===== src/rtl/sseg_pkg.sv =====
// Shared constants for the seven-segment scan driver: hex font table,
// segment width and the output polarity helper.
package sseg_pkg;

  localparam int SEG_W = 7;
  localparam int NIB_W = 4;

  // Active-high {g,f,e,d,c,b,a} patterns, entry n at bits [n*SEG_W +: SEG_W]
  localparam logic [16*SEG_W-1:0] HEX_FONT = {
    7'h71, 7'h79, 7'h5E, 7'h39, 7'h7C, 7'h77, 7'h6F, 7'h7F,
    7'h07, 7'h7D, 7'h6D, 7'h66, 7'h4F, 7'h5B, 7'h06, 7'h3F
  };

  function automatic logic [SEG_W-1:0] apply_seg_polarity(
    input logic [SEG_W-1:0] seg_hi,
    input logic             active_low
  );
    return active_low ? ~seg_hi : seg_hi;
  endfunction

endpackage


===== src/rtl/sseg_font_rom.sv =====
// Combinational hex nibble to active-high seven-segment pattern lookup.
module sseg_font_rom
  import sseg_pkg::*;
(
  input  logic [NIB_W-1:0] nibble,
  output logic [SEG_W-1:0] segments
);

  assign segments = HEX_FONT[nibble*SEG_W +: SEG_W];

endmodule


===== src/rtl/sseg_scan_driver.sv =====
// Time-multiplexed N-digit seven-segment driver with double-buffered display data.
// Optional SSEG_LEADING_ZERO_BLANK_EN: auto-blank digits above the highest non-zero nibble.
module sseg_scan_driver
  import sseg_pkg::*;
#(
  parameter int NUM_DIGITS     = 4,
  parameter int CLK_HZ         = 100_000_000,
  parameter int REFRESH_HZ     = 1000,
  parameter int GHOST_CYCLES   = 16,
  parameter bit AN_ACTIVE_LOW  = 1'b1,
  parameter bit SEG_ACTIVE_LOW = 1'b1
) (
  input  logic                        clk,
  input  logic                        reset_n,
  input  logic [NIB_W*NUM_DIGITS-1:0] value,
  input  logic [NUM_DIGITS-1:0]       dp_in,
  input  logic [NUM_DIGITS-1:0]       blank_in,
  input  logic                        load,
  output logic [SEG_W-1:0]            seg,
  output logic                        dp,
  output logic [NUM_DIGITS-1:0]       an,
  output logic                        frame_tick
);

  localparam int TICK_DIV = CLK_HZ / (REFRESH_HZ * NUM_DIGITS);
  localparam int CNT_W    = (TICK_DIV > 1) ? $clog2(TICK_DIV) : 1;
  localparam int IDX_W    = (NUM_DIGITS > 1) ? $clog2(NUM_DIGITS) : 1;
  localparam int VAL_W    = NIB_W * NUM_DIGITS;

  localparam logic [CNT_W-1:0] CNT_LAST    = CNT_W'(TICK_DIV - 1);
  localparam logic [CNT_W-1:0] GHOST_START = CNT_W'(GHOST_CYCLES);
  localparam logic [IDX_W-1:0] IDX_LAST    = IDX_W'(NUM_DIGITS - 1);

  logic [CNT_W-1:0]      cnt_reg;
  logic [IDX_W-1:0]      idx_reg;
  logic [VAL_W-1:0]      active_value_reg, pending_value_reg;
  logic [NUM_DIGITS-1:0] active_dp_reg, pending_dp_reg;
  logic [NUM_DIGITS-1:0] active_blank_reg, pending_blank_reg;
  logic                  pending_valid_reg;
  logic [SEG_W-1:0]      seg_reg;
  logic                  dp_reg;
  logic [NUM_DIGITS-1:0] an_reg;

  logic                  tick, wrap;
  logic [VAL_W-1:0]      commit_value;
  logic [NUM_DIGITS-1:0] commit_dp, commit_blank;
  logic [NIB_W-1:0]      value_nib [NUM_DIGITS];
  logic [NUM_DIGITS-1:0] digit_sel;
  logic [NIB_W-1:0]      cur_nib;
  logic [SEG_W-1:0]      font_seg;
  logic                  digit_lz;
  logic                  an_on;
  logic [NUM_DIGITS-1:0] an_next;
  logic [SEG_W-1:0]      seg_next;
  logic                  dp_next;

  assign tick       = (cnt_reg == CNT_LAST);
  assign wrap       = tick && (idx_reg == IDX_LAST);
  assign frame_tick = wrap;

  always_ff @(posedge clk or negedge reset_n) begin
    if (!reset_n) begin
      cnt_reg <= '0;
      idx_reg <= '0;
    end else begin
      cnt_reg <= tick ? '0 : cnt_reg + 1'b1;
      if (tick) begin
        idx_reg <= (idx_reg == IDX_LAST) ? '0 : idx_reg + 1'b1;
      end
    end
  end

  // A load coinciding with the wrap bypasses pending and goes straight to active
  assign commit_value = load ? value    : pending_value_reg;
  assign commit_dp    = load ? dp_in    : pending_dp_reg;
  assign commit_blank = load ? blank_in : pending_blank_reg;

`ifdef SSEG_LEADING_ZERO_BLANK_EN
  logic [NUM_DIGITS-1:0] active_lz_reg;
  logic [NUM_DIGITS-1:0] lz_next;
  logic                  lz_seen;

  always_comb begin
    lz_next = '0;
    lz_seen = 1'b0;
    for (int i = NUM_DIGITS - 1; i >= 1; i--) begin
      lz_seen    = lz_seen | (|commit_value[i*NIB_W +: NIB_W]);
      lz_next[i] = !lz_seen;
    end
  end

  assign digit_lz = active_lz_reg[idx_reg];
`else
  assign digit_lz = 1'b0;
`endif

  always_ff @(posedge clk or negedge reset_n) begin
    if (!reset_n) begin
      active_value_reg  <= '0;
      active_dp_reg     <= '0;
      active_blank_reg  <= '0;
      pending_value_reg <= '0;
      pending_dp_reg    <= '0;
      pending_blank_reg <= '0;
      pending_valid_reg <= 1'b0;
`ifdef SSEG_LEADING_ZERO_BLANK_EN
      active_lz_reg     <= '0;
`endif
    end else if (wrap) begin
      if (load || pending_valid_reg) begin
        active_value_reg <= commit_value;
        active_dp_reg    <= commit_dp;
        active_blank_reg <= commit_blank;
`ifdef SSEG_LEADING_ZERO_BLANK_EN
        active_lz_reg    <= lz_next;
`endif
      end
      pending_valid_reg <= 1'b0;
    end else if (load) begin
      pending_value_reg <= value;
      pending_dp_reg    <= dp_in;
      pending_blank_reg <= blank_in;
      pending_valid_reg <= 1'b1;
    end
  end

  for (genvar gi = 0; gi < NUM_DIGITS; gi++) begin : g_digit
    assign value_nib[gi] = active_value_reg[gi*NIB_W +: NIB_W];
    assign digit_sel[gi] = (idx_reg == IDX_W'(gi));
  end

  assign cur_nib = value_nib[idx_reg];

  sseg_font_rom u_font_rom (
    .nibble   (cur_nib),
    .segments (font_seg)
  );

  // Auto-blanked digits keep their anode on only to show a requested dp
  always_comb begin
    an_on    = (cnt_reg >= GHOST_START) && !active_blank_reg[idx_reg]
               && (!digit_lz || active_dp_reg[idx_reg]);
    an_next  = an_on ? digit_sel : '0;
    seg_next = (an_on && !digit_lz) ? font_seg : '0;
    dp_next  = an_on && active_dp_reg[idx_reg];
  end

  always_ff @(posedge clk or negedge reset_n) begin
    if (!reset_n) begin
      an_reg  <= {NUM_DIGITS{AN_ACTIVE_LOW}};
      seg_reg <= apply_seg_polarity('0, SEG_ACTIVE_LOW);
      dp_reg  <= SEG_ACTIVE_LOW;
    end else begin
      an_reg  <= an_next ^ {NUM_DIGITS{AN_ACTIVE_LOW}};
      seg_reg <= apply_seg_polarity(seg_next, SEG_ACTIVE_LOW);
      dp_reg  <= dp_next ^ SEG_ACTIVE_LOW;
    end
  end

  assign seg = seg_reg;
  assign dp  = dp_reg;
  assign an  = an_reg;

endmodule


===== config.mk =====
export PLATFORM = sky130hd
export DESIGN_NAME = sseg_scan_driver
export DESIGN_NICKNAME = d
export VERILOG_FILES = /design/src/rtl/sseg_pkg.sv /design/src/rtl/sseg_font_rom.sv /design/src/rtl/sseg_scan_driver.sv
export SDC_FILE = /design/constraint.sdc
export NUM_CORES = 1
export LEC_CHECK = 0
export CORE_ASPECT_RATIO = 0.9
export CORE_MARGIN = 2
export CORE_UTILIZATION = 56
export DETAILED_ROUTE_END_ITERATION = 7
export PLACE_DENSITY = 0.87
export SETUP_SLACK_MARGIN = 0.4
export SLEW_MARGIN = 20
export SYNTH_ARGS = -nofsm -noshare
export SYNTH_HDL_FRONTEND = slang
export SYNTH_HIERARCHICAL = 1
export SYNTH_SLANG_ARGS = --single-unit

===== constraint.sdc =====
create_clock -name clk -period 3.2 [get_ports clk]
set_input_delay 0.64 -clock clk [delete_from_list [all_inputs] [get_ports clk]]
set_output_delay 0.64 -clock clk [all_outputs]
set_load 0.005 [all_outputs]

=== Word level (Yosys, flattened, before mapping) ===
Cells that the tools add are included.

* Output and inout bits: 13
* Register bits after elaboration: 78
* Input port bits: 27
* Word-level logic and storage cells: 51

* Multiply operators: 1
* $lt $le $gt $ge: 3
* Mux-type cells: 16
* Shift operators: 1
* Add/subtract/negate cells: 2
* Reductions and logical operators: 8
* Bitwise operators: 4
* Eq/ne operators: 4

{| class="wikitable"
|+ Operators with widths
! kind !! number
|-
| 112-bit by 8-bit variable part select with 7-bit output (first input constant) || 1
|-
| 4-bit two-way mux || 5
|-
| 16-bit two-way mux || 1
|-
| 15-bit by 1-bit adder with 15-bit output (second input constant) || 1
|-
| 15-bit == test (second input constant) || 1
|-
| 15-bit by 5-bit >= comparator with 1-bit output (second input constant) || 1
|-
| 15-bit two-way mux || 1
|-
| 4-bit binary-select mux with 2-bit select || 1
|-
| 4-bit by 3-bit multiplier with 7-bit output (second input constant) || 1
|-
| 7-bit two-way mux || 1
|-
| 7-bit NOT || 1
|-
| 1-bit binary-select mux with 2-bit select || 2
|-
| 2-bit == test (second input constant) || 2
|-
| 1-bit two-way mux || 4
|-
| 4-bit NOT || 1
|-
| 3-bit >= comparator (second input constant) || 1
|-
| 1-bit logical AND || 3
|-
| 2-bit by 3-bit < comparator with 1-bit output (second input constant) || 1
|-
| 2-bit NOT with 3-bit output || 1
|-
| 2-bit by 1-bit adder with 2-bit output (second input constant) || 1
|-
| 2-bit by 1-bit == test with 1-bit output (second input constant) || 1
|-
| 2-bit zero test || 1
|-
| 2-bit two-way mux || 1
|-
| 2-bit AND reduction || 1
|-
| other kinds (4) || 4
|}

=== Longest topological paths before layout ===
Gate-level depths: netlist of the first run.

* Depth in word-level cells: 8
* Mapped depth: 7
* Gate-level depth less buffers: 6

=== By module ===
The synthesis of the first run kept the hierarchy.

{| class="wikitable"
|+ Modules (own cells, without submodules)
! module !! times used !! cells each !! area an instance (µm²)
|-
| sseg_scan_driver || 1 || 333 || 3538.4
|-
| sseg_font_rom || 1 || 33 || 287.8
|}

=== Worst setup path before layout of the first run ===
No wires, ideal clock.

* Path type: flip-flop to flip-flop
* Start point: register idx_reg[0]
* End point: register seg_reg[3], in the netlist seg[3]
* Path buffers: 1
* Stages on the path, launching flop included: 8
* Clock period less this slack: 2.316 ns
* Arrival: 2.252 ns
* Slack: 0.884 ns
* Library setup time: 0.063 ns
* Required time: 3.137 ns
* Cells stage by stage: dfrtp_1 > clkbuf_1 > mux4_2 > inv_1 > ha_1 > inv_1 > mux4_1 > nand2_1

* Longest elaborated chain between the ends: 8
* Elaborated cells on any way between the ends: 12
* Classes of those cells: mul (1); shift (1); mux (6); bitwise (2); reduce/logical (2)

{| class="wikitable"
|+ RTL lines
! item !! line !! RTL
|-
| from (decl) || sseg_scan_driver.sv:35 || <nowiki>logic [IDX_W-1:0] idx_reg;</nowiki>
|-
| from (signal assigned) || sseg_scan_driver.sv:68 || <nowiki>idx_reg <= (idx_reg == IDX_LAST) ? '0 : idx_reg + 1'b1;</nowiki>
|-
| 2-bit NOT with 3-bit output (not written as such) || sseg_scan_driver.sv:132 || <nowiki>assign cur_nib = value_nib[idx_reg];</nowiki>
|-
| 4-bit binary-select mux with 2-bit select || sseg_scan_driver.sv:132 ||
|-
| 4-bit two-way mux (not written as such) (2 in series) || sseg_scan_driver.sv:132 ||
|-
| named net cur_nib[1] || sseg_scan_driver.sv:49 || <nowiki>logic [NIB_W-1:0] cur_nib;</nowiki>
|-
| 4-bit by 3-bit multiplier with 7-bit output || sseg_font_rom.sv:9 || <nowiki>assign segments = HEX_FONT[nibble*SEG_W +: SEG_W];</nowiki>
|-
| 112-bit by 8-bit variable part select with 7-bit output || sseg_font_rom.sv:9 ||
|-
| named net font_seg[3] || sseg_scan_driver.sv:50 || <nowiki>logic [SEG_W-1:0] font_seg;</nowiki>
|-
| 7-bit two-way mux || sseg_scan_driver.sv:144 || <nowiki>seg_next = (an_on && !digit_lz) ? font_seg : '0;</nowiki>
|-
| 7-bit NOT || sseg_pkg.sv:18 || <nowiki>return active_low ? ~seg_hi : seg_hi;</nowiki>
|-
| to (signal assigned) || sseg_scan_driver.sv:151 || <nowiki>seg_reg <= apply_seg_polarity('0, SEG_ACTIVE_LOW);</nowiki>
|-
| to (signal assigned) || sseg_scan_driver.sv:155 || <nowiki>seg_reg <= apply_seg_polarity(seg_next, SEG_ACTIVE_LOW);</nowiki>
|-
| to (decl) || sseg_scan_driver.sv:40 || <nowiki>logic [SEG_W-1:0] seg_reg;</nowiki>
|}

The timed path passes the listed nets, and every way through them passes these cells. The select of a mux whose other input is x is not followed.
A chain may end at the register's enable or synchronous reset.

=== Worst setup path after layout of the first run ===
* Start point: register cnt_reg[6]
* End point: output frame_tick

* Longest elaborated chain between the ends: 2

{| class="wikitable"
|+ RTL lines
! item !! line !! RTL
|-
| from (decl) || sseg_scan_driver.sv:34 || <nowiki>logic [CNT_W-1:0] cnt_reg;</nowiki>
|-
| from (signal assigned) || sseg_scan_driver.sv:66 || <nowiki>cnt_reg <= tick ? '0 : cnt_reg + 1'b1;</nowiki>
|-
| 15-bit == test || sseg_scan_driver.sv:57 || <nowiki>assign tick = (cnt_reg == CNT_LAST);</nowiki>
|-
| 1-bit logical AND || sseg_scan_driver.sv:58 || <nowiki>assign wrap = tick && (idx_reg == IDX_LAST);</nowiki>
|-
| to (decl) || sseg_scan_driver.sv:22 || <nowiki>output logic frame_tick</nowiki>
|}

No other way between the ends.

==> results_dict.tcl, run 1 <==
set metrics [dict create \
    finalMaxSlewViolations 0 \
    die_y_um 82.4 \
    die-area_um2 7510 \
    cpLargestDelayFamily "simple AND/OR/NAND/NOR gates" \
    final-hold-violation-count 0 \
    clock_path_buffers 2 \
    min_period_ps 2540 \
    vias_per_cell 5.69 \
    r2r_end "active_value_reg[15]$_DFFE_PN0P_" \
    cap_viol_max_count 0 \
    crit_buf_inv 1 \
    fin_nets 447 \
    holdBufCountCts 0 \
    synth_area_leaders "dfrtp_1 (43%), dfstp_2 (8.2%), nand2_1 (6.4%)" \
    r2r_start "cnt_reg[6]$_DFF_PN0_" \
    critPathKind "register to output port" \
    synth-seq-area-share 0.514 \
    wl_met2_um 3760 \
    worstSkewPairLatency_ps 350 \
    setup_tns_ps 0 \
    met3_wirelength_um 471 \
    syn-num-nets 406 \
    synth_edf_count 0 \
    core_area_um2 6590 \
    rsz0062_at_grt "false" \
    ios 40 \
    place_congestion 0.852 \
    whs_ps 309 \
    timing.fmax_mhz 394 \
    synth.ff_latch_count 78 \
    syn_area_per_cell_um2 10.5 \
    stdcell_count 502 \
    r2r_slack_ps 770 \
    leakage_nw 2.12 \
    ys_top_cells_by_count "dfrtp_1 (66), nand2_1 (65), o21ai_0 (47)" \
    critPathLaunchType "register" \
    root_buffer "clkbuf_8" \
    row_count 28 \
    first_global_vias 2739 \
    dp_cells 484 \
    layout-drive-gt1-share 0.141 \
    grt_start_max_net_pins 79 \
    die_w_um 91.1 \
    postSynth.asyncResetShare 1.00 \
    wirelength_um 7880 \
    ant_nets 0 \
    drc_errors 0 \
    power_w 0.00187 \
    crit_required_ps 2560 \
    cts_buffers 9 \
    insertedDiodeCount 0 \
    crit_arrival_ps 1900 \
    synth-main-ff-cell "dfrtp_1" \
    wl_per_cell_um 15.7 \
    grt_overflow_total 0 \
    pwr_density_cell_nw_per_um2 413 \
    cts_tree "yes" \
    start_util 0.581 \
    fin_crit_sh 0.792 \
    highest_layer "met4" \
    clkTransAtPathRegs_ps 80 \
    status "completed" \
    netlist_instances 366 \
    path_cells "or4_4 > nor4_4 > dlygate4sd2_1" \
    grtUsageTotal 0.229 \
    final-setup-viol-count 0 \
    clock-sinks 78 \
    endpoint_kind "output port" \
    drt-met1-wl_um 3450 \
    antenna_found_initial 0 \
    grt_pass1_wl_um 13300 \
    relSlewSlack 0.509 \
    synth_top_cell_area_share 0.432 \
    drtIter0Drc 331 \
    path_max_fanout 4 \
    yosys_warnings 6 \
    synth.distinct_cells 45 \
    cp_slowest_stage_delay_ps 550 \
    h-tree-depth 3 \
    vias 2857 \
    dpl.hpwl_um 5170 \
    drt-pass1-iter-count 5 \
    rr_worst_depth 6 \
    synth_area_leader_cell "dfrtp_1" \
    area_growth_syn_to_layout_pct 18.3 \
    min_path_type "input port to asynchronous set/reset pin" \
    finClkSkew_ps 10.0 \
    syn_area_um2 3830 \
    yosysMostFrequentCell "dfrtp_1" \
    port_buffers 39 \
    critPathSlowestCell "or4_4" \
    worst_pin_slew_ps 734 \
    irDropWorstVdd_v 0.000219 \
]
## where the power goes
part	switching (W)	total, W	internal (W)
combinational	0.0000695	0.000123	0.0000538
sequential	0.0000142	0.00103	0.00101
clock	0.000339	0.000719	0.000380
## what timing repair did
| action | CTS | global route |
|---|---|---|
| setup buffers | 2 | 0 |
| setup endpoints to repair | 1 | 0 |
| gates resized for setup | 4 | 0 |
## routing by layer
metal / up-vias / track usage
met5: - / 0
met4: 0 / 0.123
met3: 19 / 0.0372
met2: 140 / 0.360
met1: 1389 / 0.312
li1: 1309 / -
## through the flow
step            util  setup slack, ps  area (µm²)
6_report       0.687              664        4530
5_1_grt        0.687              521        4530
4_1_cts        0.687              642        4530
3_5_place_dp   0.653              536        4300
3_3_place_gp   0.653              551        4300
2_1_floorplan      -              884        3830
## worst reg2reg max path, stage by stage (launching register included)
cell and delay, ps:
dfrtp_1 430, or4_4 550, buf_4 180, nor4_4 260, and3b_1 190, buf_4 300, mux2_2 400
## cell usage in the layout (no fill, tap or decap), drive strengths merged, types with 2 or more instances in the layout
master and instances:
dfrtp 66, nand2 65, o21ai 50, clkdlybuf4s50 37, inv 35, mux2 27
ha 13, nor2 12, dfstp 12, clkbuf 12, buf 11, nand3 7
mux4 7, xnor2 6, nand4 5, xor2 5, a21oi 4, nor4 4
nor3 3, or4 3, or2 2, nand4b 2, and3b 2, nor2b 2
clkinv 2, mux2i 2
## area by class of cell
class                   count  area (µm²)
multi-input cells         234        1650
well taps                  90         113
repair buffers             49         472
flip-flops and latches     78        1970
clock buffers              12         145
clock inverters             4        47.5
fillers                   494        2060
inverters                  35         131
## logic make-up after synthesis
group	share of synthesized area
and+or+nand+nor	0.143
xor gates and xnor gates	0.0252
AOI/OAI and AO/OA	0.0867
adders and majority gates	0.0425
buffers and inverters	0.0621
DFF	0.514
muxes	0.127
## worst max-delay path by stage
stage / from / endpoint / depth (start not counted)
2_1_floorplan: idx_reg[0]$_DFFE_PN0N_ / seg[3]$_DFF_PN1_ / 7
3_3_place_gp: cnt_reg[4]$_DFF_PN0_ / frame_tick / 3
3_5_place_dp: cnt_reg[4]$_DFF_PN0_ / frame_tick / 3
4_1_cts: cnt_reg[6]$_DFF_PN0_ / frame_tick / 3
5_1_grt: cnt_reg[0]$_DFF_PN0_ / frame_tick / 4
6_report: cnt_reg[6]$_DFF_PN0_ / frame_tick / 3
No activity file was read; power rests on OpenSTA's default activity.
==> run 2, diff against run 1 <==
Clock period 3.2 ns to 2.45 ns, I/O delays scaled along.
==> results_dict.tcl, run 2 (same netlist as run 1, synthesis figures left out) <==
set metrics [dict create \
    status "completed" \
    p_comb_frac 0.080 \
    clock_path_buffers 2 \
    final-setup-viol-count 0 \
    path_cells "or4_4 > buf_6 > nor4_4 > and3b_2 > buf_6 > clkbuf_16 > mux2_1" \
    root_buffer "clkbuf_8" \
    grt_start_max_net_pins 50 \
    clkTransAtPathRegs_ps 90 \
    dpl.hpwl_um 5160 \
    grtUsageTotal 0.255 \
    ios 40 \
    final_common_cell "dfrtp_1" \
    die-area_um2 7510 \
    finClkSkew_ps 16.6 \
    sw_frac_of_total 0.252 \
    crit_arrival_ps 2570 \
    power.switching_w 0.000630 \
    first_global_vias 2961 \
    ant_nets 0 \
    irDropWorstVdd_v 0.000353 \
    fin_nets 487 \
    drtIter0Drc 270 \
    min_period_ps 2340 \
    relSlewSlack 0.568 \
    h-tree-depth 3 \
    critPathKind "register to register" \
    cts_tree "yes" \
    final-hold-violation-count 0 \
    layout_common_cells "dfrtp_1 (66), nand2_1 (65), clkdlybuf4s50_1 (37)" \
    clock_power_share 0.383 \
    stdcell_count 541 \
    place_congestion 0.895 \
    multi_input_area_um2 1870 \
    wl_per_cell_um 19.6 \
    setup_tns_ps 0 \
    drc_errors 0 \
    fin_crit_sh 0.954 \
    row_count 28 \
    worst_pin_slew_ps 648 \
    dp_cells 493 \
    grt_pass1_wl_um 14500 \
    crit_path_frequent_cell "buf_6" \
    drt-pass1-iter-count 5 \
    pwr_density_cell_nw_per_um2 481 \
    grt_overflow_total 0 \
    port_buffers 39 \
    min_path_type "input port to asynchronous set/reset pin" \
    layout-drive-gt1-share 0.337 \
    fillers 369 \
    critPathSlowestCell "or4_4" \
    timing.fmax_mhz 428 \
    critPathLaunchType "register" \
    finalMaxSlewViolations 0 \
    insertedDiodeCount 0 \
    internal-power_w 0.00187 \
    cpLargestDelayFamily "simple AND/OR/NAND/NOR gates" \
    vias 3151 \
    die_y_um 82.4 \
    core_area_um2 6590 \
    wirelength_um 10600 \
    endpoint_kind "register" \
    r2r_slack_ps 110 \
    die_w_um 91.1 \
    antenna_found_initial 0 \
    crit_required_ps 2690 \
    crit_buf_inv 3 \
    seq_area_um2 1970 \
    cap_viol_max_count 0 \
    p_seq_frac 0.537 \
    leakage_nw 2.40 \
    path_max_fanout 6 \
    cts_buffers 9 \
    worstSkewPairLatency_ps 370 \
    cp_slowest_stage_delay_ps 550 \
    area_growth_syn_to_layout_pct 36.1 \
    rsz0062_at_grt "true" \
    clock-sinks 78 \
    vias_per_cell 5.82 \
    start_util 0.581 \
]
run 2: final timing paths:
path                                             startpoint                                to  cells after the start
max                                    cnt_reg[6]$_DFF_PN0_  active_value_reg[14]$_DFFE_PN0P_                      7
min                                                 reset_n  pending_value_reg[9]$_DFFE_PN0N_                      1
max reg2reg                            cnt_reg[6]$_DFF_PN0_  active_value_reg[14]$_DFFE_PN0P_                      7
min reg2reg                pending_value_reg[4]$_DFFE_PN0N_  pending_value_reg[4]$_DFFE_PN0N_                      2
max in group asynchronous                           reset_n  active_value_reg[14]$_DFFE_PN0P_                      2
min in group clk           pending_value_reg[4]$_DFFE_PN0N_  pending_value_reg[4]$_DFFE_PN0N_                      2
run 2: worst register-to-register path, cell delays in order, from the launching register on:
cell and delay, ps:
dfrtp_1 390, or4_4 550, buf_6 140, nor4_4 280, and3b_2 270, buf_6 120
clkbuf_16 140, mux2_1 320
run 2: cell type report:
type | instances | area share
flip-flops and latches | 78 | 0.378
multi-input cells | 234 | 0.358
repair buffers | 89 | 0.180
inverters | 35 | 0.0257
clock buffers | 9 | 0.0238
well taps | 90 | 0.0216
clock inverters | 6 | 0.0123
run 2: metal layers:
layer  track usage  up-vias  share of wire
met5             0        -              0
li1              -     1390              -
met3        0.0581       52          0.061
met4         0.133        0          0.048
met2         0.418      168           0.49
met1         0.325     1541           0.40
run 2: power groups by stage:
stage               clock, W  sequential (W)  combinational [W]
floorplan                  0         0.00136          0.0000687
global placement           0         0.00136           0.000156
detailed placement         0         0.00137           0.000163
CTS                 0.000944         0.00134           0.000165
global route         0.00101         0.00135           0.000221
finish              0.000958         0.00134           0.000200
run 2: per-stage QoR:
step | utilization | hold slack, ps | total power, W | setup WS (ps) | cell area (µm²)
after global routing | 0.790 | 189 | 0.00258 | 53.2 | 5210
after floorplan | - | 194 | 0.00143 | 277 | 3850
after global placement | 0.672 | 460 | 0.00152 | 94.8 | 4420
final | 0.790 | 137 | 0.00250 | 112 | 5210
after CTS | 0.731 | 163 | 0.00245 | 142 | 4810
after detailed placement | 0.672 | 470 | 0.00153 | 36.8 | 4420
run 2: repair_timing:
item                                    in CTS  in global routing
cloned                                       2                  4
hold buffers                                 0                  0
gates resized for setup                     26                 69
endpoints found under the setup margin      52                 62
pin swaps                                    4                 15
setup buffers                               11                 16
